$ cat src/rtl/pkt_decoder_pkg.sv
// Shared definitions for the packet decoder.
// Holds the FSM state encoding, the CRC mode selectors, the default frame
// constants and the per-byte CRC accumulation step used by the decoder.
package pkt_pkg;

    typedef enum logic [2:0] {
        IDLE,
        AST,
        DEST,
        LEN,
        DATA,
        CRC,
        FORWARD
    } state_t;

    localparam int CRC_SUM = 0;
    localparam int CRC_XOR = 1;

    localparam logic [7:0] DEFAULT_PREFIX = 8'hAA;
    localparam logic [7:0] DEFAULT_ADDR   = 8'h01;

    // One accumulation step: modulo-256 sum or running XOR.
    function automatic logic [7:0] crc_step(input int mode, input logic [7:0] acc,
                                            input logic [7:0] b);
        if (mode == CRC_XOR) return acc ^ b;
        else                 return acc + b;
    endfunction

endpackage

$ cat src/rtl/pkt_decoder_fifo.sv
// sync_fifo_fwft: first-word-fall-through synchronous FIFO.
// Ports:
//   clk, nrst   clock, synchronous active-low reset (pointers only)
//   sclr        synchronous clear, empties the FIFO
//   wr, din     write strobe and data (ignored when full)
//   rd          pop strobe (ignored when empty)
//   q           head of the FIFO, valid whenever empty is low
//   empty, full status flags
module sync_fifo_fwft #(
    parameter int WIDTH = 8,
    parameter int DEPTH = 256
) (
    input  logic             clk,
    input  logic             nrst,
    input  logic             sclr,
    input  logic             wr,
    input  logic [WIDTH-1:0] din,
    input  logic             rd,
    output logic [WIDTH-1:0] q,
    output logic             empty,
    output logic             full
);

    localparam int AW = $clog2(DEPTH);
    localparam logic [AW:0] PTR_ONE = 1;

    // Pointers carry one extra wrap bit so full and empty can be told apart.
    logic [AW:0]      wptr;
    logic [AW:0]      rptr;
    logic [WIDTH-1:0] mem [DEPTH];
    logic             do_wr;
    logic             do_rd;

    assign do_wr = wr && !full;
    assign do_rd = rd && !empty;

    assign empty = (wptr == rptr);
    assign full  = (wptr[AW] != rptr[AW]) && (wptr[AW-1:0] == rptr[AW-1:0]);
    assign q     = mem[rptr[AW-1:0]];

    always_ff @(posedge clk) begin
        if (!nrst || sclr) begin
            wptr <= '0;
            rptr <= '0;
        end else begin
            if (do_wr) wptr <= wptr + PTR_ONE;
            if (do_rd) rptr <= rptr + PTR_ONE;
        end
    end

    always_ff @(posedge clk) begin
        if (do_wr) mem[wptr[AW-1:0]] <= din;
    end

endmodule

$ cat src/rtl/pkt_decoder.sv
// pkt_decoder: parses PREFIX, ADDR, DEST, LEN, DATA[LEN], CRC frames from a
// UART byte stream, buffers the payload and forwards it to one of N_DEST
// ready/valid channels once the CRC checks out.
// Ports:
//   clk, nrst          clock, synchronous active-low reset
//   rx_data, rx_valid  incoming byte stream; rx_ready is the accept handshake
//   q, valid_bus       forwarded byte and one-hot channel valid
//   ready_bus          per-channel sink ready (only the selected bit matters)
//   pkt_done           pulse with the last payload byte transfer
//   err_crc/dest/len/timeout  one-cycle error pulses
//   err_cnt            saturating error count
//   busy               decoder is not idle
module pkt_decoder
    import pkt_pkg::*;
#(
    parameter int         N_DEST     = 5,
    parameter int         FIFO_DEPTH = 256,
    parameter logic [7:0] PREFIX     = DEFAULT_PREFIX,
    parameter logic [7:0] ADDR       = DEFAULT_ADDR,
    parameter int         CRC_MODE   = CRC_SUM,
    parameter int         CLK_HZ     = 50000000,
    parameter int         TIMEOUT_MS = 10
) (
    input  logic              clk,
    input  logic              nrst,
    input  logic [7:0]        rx_data,
    input  logic              rx_valid,
    output logic              rx_ready,
    output logic [7:0]        q,
    output logic [N_DEST-1:0] valid_bus,
    input  logic [N_DEST-1:0] ready_bus,
    output logic              pkt_done,
    output logic              err_crc,
    output logic              err_dest,
    output logic              err_len,
    output logic              err_timeout,
    output logic [15:0]       err_cnt,
    output logic              busy
);

    localparam logic [31:0] CNT_LIMIT = 32'(CLK_HZ / 1000 * TIMEOUT_MS - 1);

    function automatic logic [15:0] sat_inc(input logic [15:0] v);
        return (v == 16'hFFFF) ? v : v + 16'd1;
    endfunction

    state_t      state, state_nx;
    logic [7:0]  dest, dest_nx;
    logic [7:0]  len, len_nx;
    logic [7:0]  cnt, cnt_nx;
    logic [7:0]  crc, crc_nx;
    logic [31:0] tmo_cnt;

    logic              accept;
    logic              in_frame;
    logic              tmo_hit;
    logic              fwd_active;
    logic              fwd_pop;
    logic              err_any;
    logic [N_DEST-1:0] dest_hot;

    logic       fifo_wr, fifo_rd, fifo_sclr;
    logic [7:0] fifo_q;
    logic       fifo_empty, fifo_full;

    sync_fifo_fwft #(
        .WIDTH(8),
        .DEPTH(FIFO_DEPTH)
    ) u_fifo (
        .clk  (clk),
        .nrst (nrst),
        .sclr (fifo_sclr),
        .wr   (fifo_wr),
        .din  (rx_data),
        .rd   (fifo_rd),
        .q    (fifo_q),
        .empty(fifo_empty),
        .full (fifo_full)
    );

    assign rx_ready   = (state != FORWARD);
    assign busy       = (state != IDLE);
    assign accept     = rx_valid && rx_ready;
    assign in_frame   = (state inside {AST, DEST, LEN, DATA, CRC});
    assign tmo_hit    = in_frame && (tmo_cnt == CNT_LIMIT);
    assign fwd_active = (state == FORWARD) && !fifo_empty;
    assign err_any    = err_crc || err_dest || err_len || err_timeout;

    always_comb begin
        dest_hot = '0;
        for (int i = 0; i < N_DEST; i++) dest_hot[i] = (int'(dest) == i);
    end

    // Only the selected channel's ready can pop; other sinks are ignored.
    assign fwd_pop   = fwd_active && |(ready_bus & dest_hot);
    assign valid_bus = fwd_active ? dest_hot : '0;
    assign q         = fwd_active ? fifo_q : 8'h00;

    always_comb begin
        state_nx    = state;
        dest_nx     = dest;
        len_nx      = len;
        cnt_nx      = cnt;
        crc_nx      = crc;
        fifo_wr     = 1'b0;
        fifo_rd     = 1'b0;
        fifo_sclr   = 1'b0;
        pkt_done    = 1'b0;
        err_crc     = 1'b0;
        err_dest    = 1'b0;
        err_len     = 1'b0;
        err_timeout = 1'b0;
        // A timeout overrides whatever byte arrives in the same cycle.
        if (tmo_hit) begin
            err_timeout = 1'b1;
            fifo_sclr   = 1'b1;
            crc_nx      = 8'h00;
            cnt_nx      = 8'h00;
            state_nx    = IDLE;
        end else begin
            case (state)
                IDLE: if (accept && rx_data == PREFIX) state_nx = AST;
                AST:  if (accept) state_nx = (rx_data == ADDR) ? DEST : IDLE;
                DEST: if (accept) begin
                    dest_nx  = rx_data;
                    state_nx = LEN;
                end
                LEN: if (accept) begin
                    if (rx_data == 8'd0 || int'(rx_data) > FIFO_DEPTH) begin
                        err_len  = 1'b1;
                        state_nx = IDLE;
                    end else begin
                        len_nx   = rx_data;
                        cnt_nx   = 8'h00;
                        state_nx = DATA;
                    end
                end
                DATA: if (accept) begin
                    fifo_wr = !fifo_full;
                    crc_nx  = crc_step(CRC_MODE, crc, rx_data);
                    if (cnt == len - 8'd1) begin
                        cnt_nx   = 8'h00;
                        state_nx = CRC;
                    end else begin
                        cnt_nx = cnt + 8'd1;
                    end
                end
                CRC: if (accept) begin
                    crc_nx = 8'h00;
                    if (int'(dest) >= N_DEST) begin
                        err_dest  = 1'b1;
                        fifo_sclr = 1'b1;
                        state_nx  = IDLE;
                    end else if (rx_data != crc) begin
                        err_crc   = 1'b1;
                        fifo_sclr = 1'b1;
                        state_nx  = IDLE;
                    end else begin
                        state_nx = FORWARD;
                    end
                end
                FORWARD: if (fwd_pop) begin
                    // cnt counts popped bytes so the last one is known
                    // without a FIFO occupancy counter.
                    fifo_rd = 1'b1;
                    if (cnt == len - 8'd1) begin
                        cnt_nx   = 8'h00;
                        pkt_done = 1'b1;
                        state_nx = IDLE;
                    end else begin
                        cnt_nx = cnt + 8'd1;
                    end
                end
                default: state_nx = IDLE;
            endcase
        end
    end

    always_ff @(posedge clk) begin
        if (!nrst) begin
            state   <= IDLE;
            dest    <= 8'h00;
            len     <= 8'h00;
            cnt     <= 8'h00;
            crc     <= 8'h00;
            tmo_cnt <= '0;
            err_cnt <= 16'h0000;
        end else begin
            state   <= state_nx;
            dest    <= dest_nx;
            len     <= len_nx;
            cnt     <= cnt_nx;
            crc     <= crc_nx;
            tmo_cnt <= (!in_frame || accept || tmo_hit) ? 32'd0 : tmo_cnt + 32'd1;
            if (err_any) err_cnt <= sat_inc(err_cnt);
        end
    end

endmodule

$ cat config.mk
export PLATFORM = sky130hd
export DESIGN_NAME = pkt_decoder
export DESIGN_NICKNAME = d
export VERILOG_FILES = /design/src/rtl/pkt_decoder_pkg.sv /design/src/rtl/pkt_decoder_fifo.sv /design/src/rtl/pkt_decoder.sv
export SDC_FILE = /design/constraint.sdc
export NUM_CORES = 2
export LEC_CHECK = 0
export ABC_CLOCK_PERIOD_IN_PS = 3800
export CAP_MARGIN = 20
export CORE_UTILIZATION = 65
export CTS_BUF_LIST = sky130_fd_sc_hd__clkbuf_4
export CTS_CLUSTER_SIZE = 10
export DETAILED_ROUTE_END_ITERATION = 10
export GPL_TIMING_DRIVEN = 0
export PLACE_DENSITY = 0.82
export SLEW_MARGIN = 5
export SYNTH_ARGS = -nofsm -noshare
export SYNTH_HDL_FRONTEND = slang
export SYNTH_SLANG_ARGS = --single-unit
$ cat constraint.sdc
create_clock -name clk -period 3.8 [get_ports clk]
set_input_delay 0.76 -clock clk [delete_from_list [all_inputs] [get_ports clk]]
set_output_delay 0.76 -clock clk [all_outputs]
set_load 0.01 [all_outputs]
Yosys cells after proc, flatten, opt, wreduce, memory -nomap -nowiden
Memories as Yosys holds them, arrays and structs flattened. A register that Yosys moved wholly into a read port is not among the register bits.
Cells that the tools add are included.
{"block": "classes", "addsub": 7, "bitwise": 5, "n_eq_ne": 30, "mux": 57, "order_cmp": 1, "n_reduce_logical": 34}
{"op": "2-to-1 mux 8 bit", "n": 10}
{"op": "2-to-1 mux 3 bit", "n": 12}
{"op": "adder 32 x 1 -> 32 bit, second input constant", "n": 1}
{"op": "== test 32 x 19 -> 1 bit, second input constant", "n": 1}
{"op": "2-to-1 mux 1 bit", "n": 30}
{"op": "one-hot mux 8 bit (3 select lines)", "n": 1}
{"op": "one-hot mux 3 bit (7 select lines)", "n": 1}
{"op": "adder 9 x 1 -> 9 bit, second input constant", "n": 2}
{"op": "adder 16 x 1 -> 16 bit, second input constant", "n": 1}
{"op": "== test 16 bit, second input constant", "n": 1}
{"op": "== test 8 x 3 -> 1 bit, second input constant", "n": 2}
{"op": "== test 8 bit", "n": 2}
{"op": "zero test 8 bit", "n": 2}
{"op": "inequality test 2 bit, second input constant", "n": 8}
{"op": "one-hot mux 8 bit (2 select lines)", "n": 1}
{"op": "== test 3 bit, second input constant", "n": 3}
{"op": "== test 9 bit", "n": 1}
{"op": "AND reduction 9 bit", "n": 1}
{"op": "adder 8 x 1 -> 8 bit, second input constant", "n": 1}
{"op": "adder 8 bit", "n": 1}
{"op": "== test 8 x 1 -> 1 bit, second input constant", "n": 1}
{"op": "== test 8 x 2 -> 1 bit, second input constant", "n": 1}
{"op": "== test 8 x 4 -> 1 bit, second input constant", "n": 1}
{"op": "== test 8 bit, second input constant", "n": 1}
{"op": "25 further kinds", "n": 48}
{"block": "word_totals", "ramBits": 2048, "mem_count": 1, "out_inout_bits": 36, "regBits": 101, "in_bits": 16, "wordCells": 144}
{"memory": "u_fifo.mem", "depth": 256, "word_bits": 8, "read_ports": 1, "rd_ports_with_merged_regs": 1, "wr": 1, "line_no": "pkt_decoder_fifo.sv:30", "text": "logic [WIDTH-1:0] mem [DEPTH];"}

Longest topological paths before layout
{"block": "depth", "depth_word": 10, "ltp_mapped": 12, "depth_no_buf": 9}

Hierarchy
Synthesis repeated with hierarchy kept, for this count alone.
{"block": "unflattened", "cells_unflattened": 4499, "area_unflattened_um2": 85125.4}
{"mod": "sync_fifo_fwft", "area_per_inst_um2": 80433.4, "cells_each": 3932, "seq_area_each_um2": 62019.5, "instances": 1}
{"mod": "pkt_decoder", "area_per_inst_um2": 4692.0, "cells_each": 567, "seq_area_each_um2": 1661.6, "instances": 1}

Least setup slack after synthesis
Ideal clock, no wire load.
{"block": "synth_path", "path_type": "flip-flop to output port", "startpoint": "register with a tool-made name", "endpoint": "output port q[6]", "arrival_time_ns": 2.339, "path_stages_with_launch": 11, "required_ns": 3.040, "setup_slack_ns": 0.701, "n_path_buf": 5, "cell_sequence": "dfxtp_1 > buf_4 > buf_6 > buf_4 > buf_2 > buf_4 > mux4_2 > a22oi_1 > nand3_1 > nand4b_1 > nand4_1"}
{"item": "end: declaration", "line_no": "pkt_decoder.sv:29", "text": "output logic [7:0] q,"}

==> flow_summary.rst <==
.. list-table::
   :header-rows: 1

   * - Metric
     - Value
   * - Share of the synthesized area in the top cell type
     - about 73%
   * - Portion of the clock cycle consumed by the worst path in the final layout
     - 144.3%
   * - WP data required
     - 3.04 ns
   * - Antenna Nets Post-Route
     - 0
   * - Grt total ovfl
     - 0
   * - Number of global-route vias before repair
     - between 40000 and 50000
   * - Antenna violations before repair
     - 16
   * - Buffer cell driving the clock tree root
     - clkbuf_4
   * - Largest cells by area after synthesis
     - edfxtp_1, mux4_2, dfxtp_1, mux2i_1, nor2_1
   * - Number of standard cells after synthesis
     - around 4300
   * - Input/output buffers
     - 51
   * - Clock sink total
     - between 2000 and 2500
   * - Crit Path Category
     - reg2out
   * - Clk_skew
     - between 0.15 and 0.2 ns
   * - Drt wl/cell
     - between 30 and 40 um
   * - Net count, final
     - between 5000 and 6000
   * - Number of flops mapped to enable cells by yosys
     - 2048
   * - Area growth syn-to-layout
     - 16.61%
   * - Post-synth ARST share
     - 0%
   * - Run status
     - finished with violations
   * - Clock buffers created by TritonCTS
     - ~540
   * - Switching share of power
     - between 20% and 30%
   * - Wire length of the first global-routing pass
     - 339100 um
   * - Number of placement rows
     - about 130
   * - Cell variety after synth
     - 77
   * - Flops & latches, synth
     - about 2200
   * - Part of the power in combinational logic
     - 1.3%
   * - Worst path arrival time
     - about 4.7 ns
   * - Starting utilization of the core area
     - 65.49%
   * - Clock Tree Buf Depth
     - 4
   * - Proportion of power drawn by flip-flops and latches
     - between 50% and 60%
   * - Most used routing layer
     - met2
   * - Most repeated cell in the gate-level netlist after synthesis
     - edfxtp_1
   * - TritonCTS clock tree
     - yes
   * - DR pass1 iterations
     - 8
   * - Pin count of the biggest net entering global routing
     - ~150
   * - Die height
     - about 360 um
   * - Synth Flop Type
     - edfxtp_1
   * - Syn. warnings
     - 0
   * - Syn nets
     - about 4300
   * - # fillers
     - approximately 6400
   * - Top cell types by occurrence after synthesis
     - edfxtp_1, mux4_2, nor2_1, mux2i_1, clkbuf_1
   * - Share of layout cells above drive strength 1
     - roughly 37%
   * - Clock-pin transition on the worst setup and hold timing paths
     - around 0.060 ns
   * - Instance area at placement
     - about 0.088 mm^2
   * - Worst vdd rail ir drop
     - between 0.0004 and 0.0005 V
   * - Sum of net half-perimeters after detailed placement
     - between 100000 and 150000 um
   * - HP Class
     - in2reg
   * - Transition time at the pin with the least slew margin
     - ~1.3 ns
   * - Most area-hungry cell type in the Yosys netlist
     - edfxtp_1
   * - Violations in the final reports
     - hold timing, setup timing
   * - P_int
     - 0.03617 W
   * - Die ar.
     - between 0.1 and 0.15 mm^2
   * - Fin. Hold Viols
     - 4
   * - Combined global-route utilization of all metal layers
     - 36.91%
   * - Total via count in the routed design
     - approximately 51000
   * - GRT met1 Usage
     - between 40% and 50%
   * - Avg Cell Area, Syn
     - ~20 um^2
   * - NetSw
     - approximately 0.010 W
   * - Maximum fanout along the worst path
     - 10
   * - Static leakage
     - around 31 nW
   * - Power share of the clock group
     - between 40% and 50%
   * - Met3 layer usage reported by global route
     - 13.39%
   * - CP Launch Type
     - flop
   * - Unrepaired setup endpoints after global routing
     - true
   * - Worst Hold Launch
     - rx_data[6]
   * - Number of pins with negative max-slew slack in the final report
     - 0
   * - Placer congestion estimate
     - 0.9823
   * - Maximum frequency from static timing analysis
     - 182.4 MHz
   * - Die outline width
     - 363.0 um
   * - Met2 track demand over resource
     - between 50% and 60%
   * - Register area share after synthesis
     - 75.19%
   * - Worst Hold Margin
     - -0.02519 ns
   * - Setup-violating endpoint count in the final report
     - about 230
   * - Count of max-cap constraint violations
     - 0
   * - Deepest level of the CTS H-tree
     - 6
   * - Worst Setup End Kind
     - primary output
   * - P per Cell Area
     - about 470 mW/mm^2
   * - Worst skew pair latency
     - 1.48 ns
   * - Post-layout utilization of the core
     - 76.36%
   * - Mapped cell area
     - between 0.08 and 0.09 mm^2
   * - Final standard cell area without fillers
     - approximately 0.099 mm^2
   * - Tmin final
     - roughly 5.5 ns
   * - DRT Wirelength
     - ~260000 um
   * - Post-route setup slack
     - -1.684 ns
   * - Relative slew margins
     - 14.99%
   * - Number of vias per cell
     - about 7
   * - I/O pins
     - 52
   * - Violation count after the first detailed-routing iteration
     - 9031
   * - Number of remaining DRC errors
     - 0
   * - Beginning of the worst register-to-register path
     - u_fifo.wptr[7]$_SDFFE_PP0P_
   * - Area of the core
     - around 0.13 mm^2
flip-flops by register name (all words and copies together), names as in the netlist, named ones only:
register / flops
u_fifo.mem: 2048
cnt: 8
tmo_cnt: 32
len: 8
dest: 8
state: 3
crc: 8
err_cnt: 16
u_fifo.rptr: 9
u_fifo.wptr: 9
routing by layer:
layer  part of all wire [%]  vias to the layer above
met1                     31                    24950
li1                       -                    19450
met3                     16                     1293
met2                     45                     5356
met4                    8.1                       23
met5                   0.12                        -
worst paths after layout:
check	to	slack [ns]	depth (start not counted)
worst max-delay path	q[6]	-1.68	11
worst min-delay path	u_fifo.mem[14][6]$_DFFE_PP_	-0.03	2
worst max register to register	u_fifo.mem[160][2]$_DFFE_PP_	-0.35	12
worst min register to register	tmo_cnt[0]$_SDFF_PP0_	0.43	1
power groups by stage:
stage	Clock [W]	Sequential [W]	Combinational [W]
floorplan	0	0.0265	0.0000460
global placement	0	0.0268	0.000413
detailed placement	0	0.0265	0.000497
CTS	0.0191	0.0260	0.000565
global route	0.0207	0.0260	0.000612
finish	0.0198	0.0260	0.000604
worst max-delay path, stage by stage, from the launching register on:
cell	delay (ns)
dfxtp_1	0.34
buf_8	0.18
buf_12	0.19
buf_4	0.27
buf_6	0.26
mux4_2	0.32
o22ai_2	0.10
a22o_1	0.22
nor3_1	0.50
nand4_1	0.42
nand4_1	0.36
buf_2	0.19
cell usage in the layout, fill, tap and decap left out, types with 18 or more instances in the layout:
master / count
clkdlybuf4s50_1: 24
mux4_2: 474
a22oi_1: 62
nand4_1: 48
buf_8: 23
nor2_1: 221
buf_4: 113
nand2b_1: 27
clkbuf_2: 24
buf_2: 33
o21ai_0: 23
a21oi_1: 46
buf_6: 45
xor2_1: 33
nor3_1: 23
o221ai_1: 43
clkinv_1: 90
xnor2_1: 33
clkbuf_1: 36
mux2i_2: 18
buf_16: 39
nand2_1: 87
o22ai_1: 30
edfxtp_1: 2048
nor4_1: 19
dfxtp_1: 90
buf_12: 41
clkbuf_4: 794
inv_1: 22
nand3_1: 47
nor2_2: 122
mux2i_1: 132
final cells by class:
cell class                 count  area, um^2  area share (%)
timing repair buffer         194        2328           2.358
multi-input combinational   1856       21180           21.45
clock buffer                 776        5826           5.899
tap                         1742        2180           2.207
inverter                      25       97.59         0.09883
sequential                  2157       63710           64.52
clock inverter               118       745.7          0.7551
antenna                        9       22.52         0.02281
buffer                       243        2659           2.692
cells by family after synthesis:
logic type / Yosys count / synth area share, %
simple gates: 756 / 4.503
flops: 2157 / 75.19
compound gates: 381 / 3.172
xor+xnor: 69 / 0.7225
mux: 633 / 14.48
fa+ha+maj: 17 / 0.2600
buf+inv: 280 / 1.664
through the flow:
step	setup TNS, ns	setup slack (ns)	total power [W]	cells	hold slack (ns)
6_report	-34.90	-1.684	0.04633	7120	-0.02519
5_1_grt	-19.17	-1.590	0.04732	7116	-0.007973
4_1_cts	-10.73	-1.242	0.04567	7061	0.01347
3_5_place_dp	-1486.45	-1.944	0.02699	6104	0.4504
3_3_place_gp	-	-7.487	0.02718	6086	0.4428
2_1_floorplan	0	0.7006	0.02655	4293	0.4260
timing repair:
item,CTS,global route
endpoints found under the setup margin,1260,1013
pin swaps,58,45
resized for setup,718,206
endpoints found under the hold margin,505,30
buffers inserted,53,50
cloned,3,4
hold buffers,16,2
No activity file was read; power rests on OpenSTA's default activity.
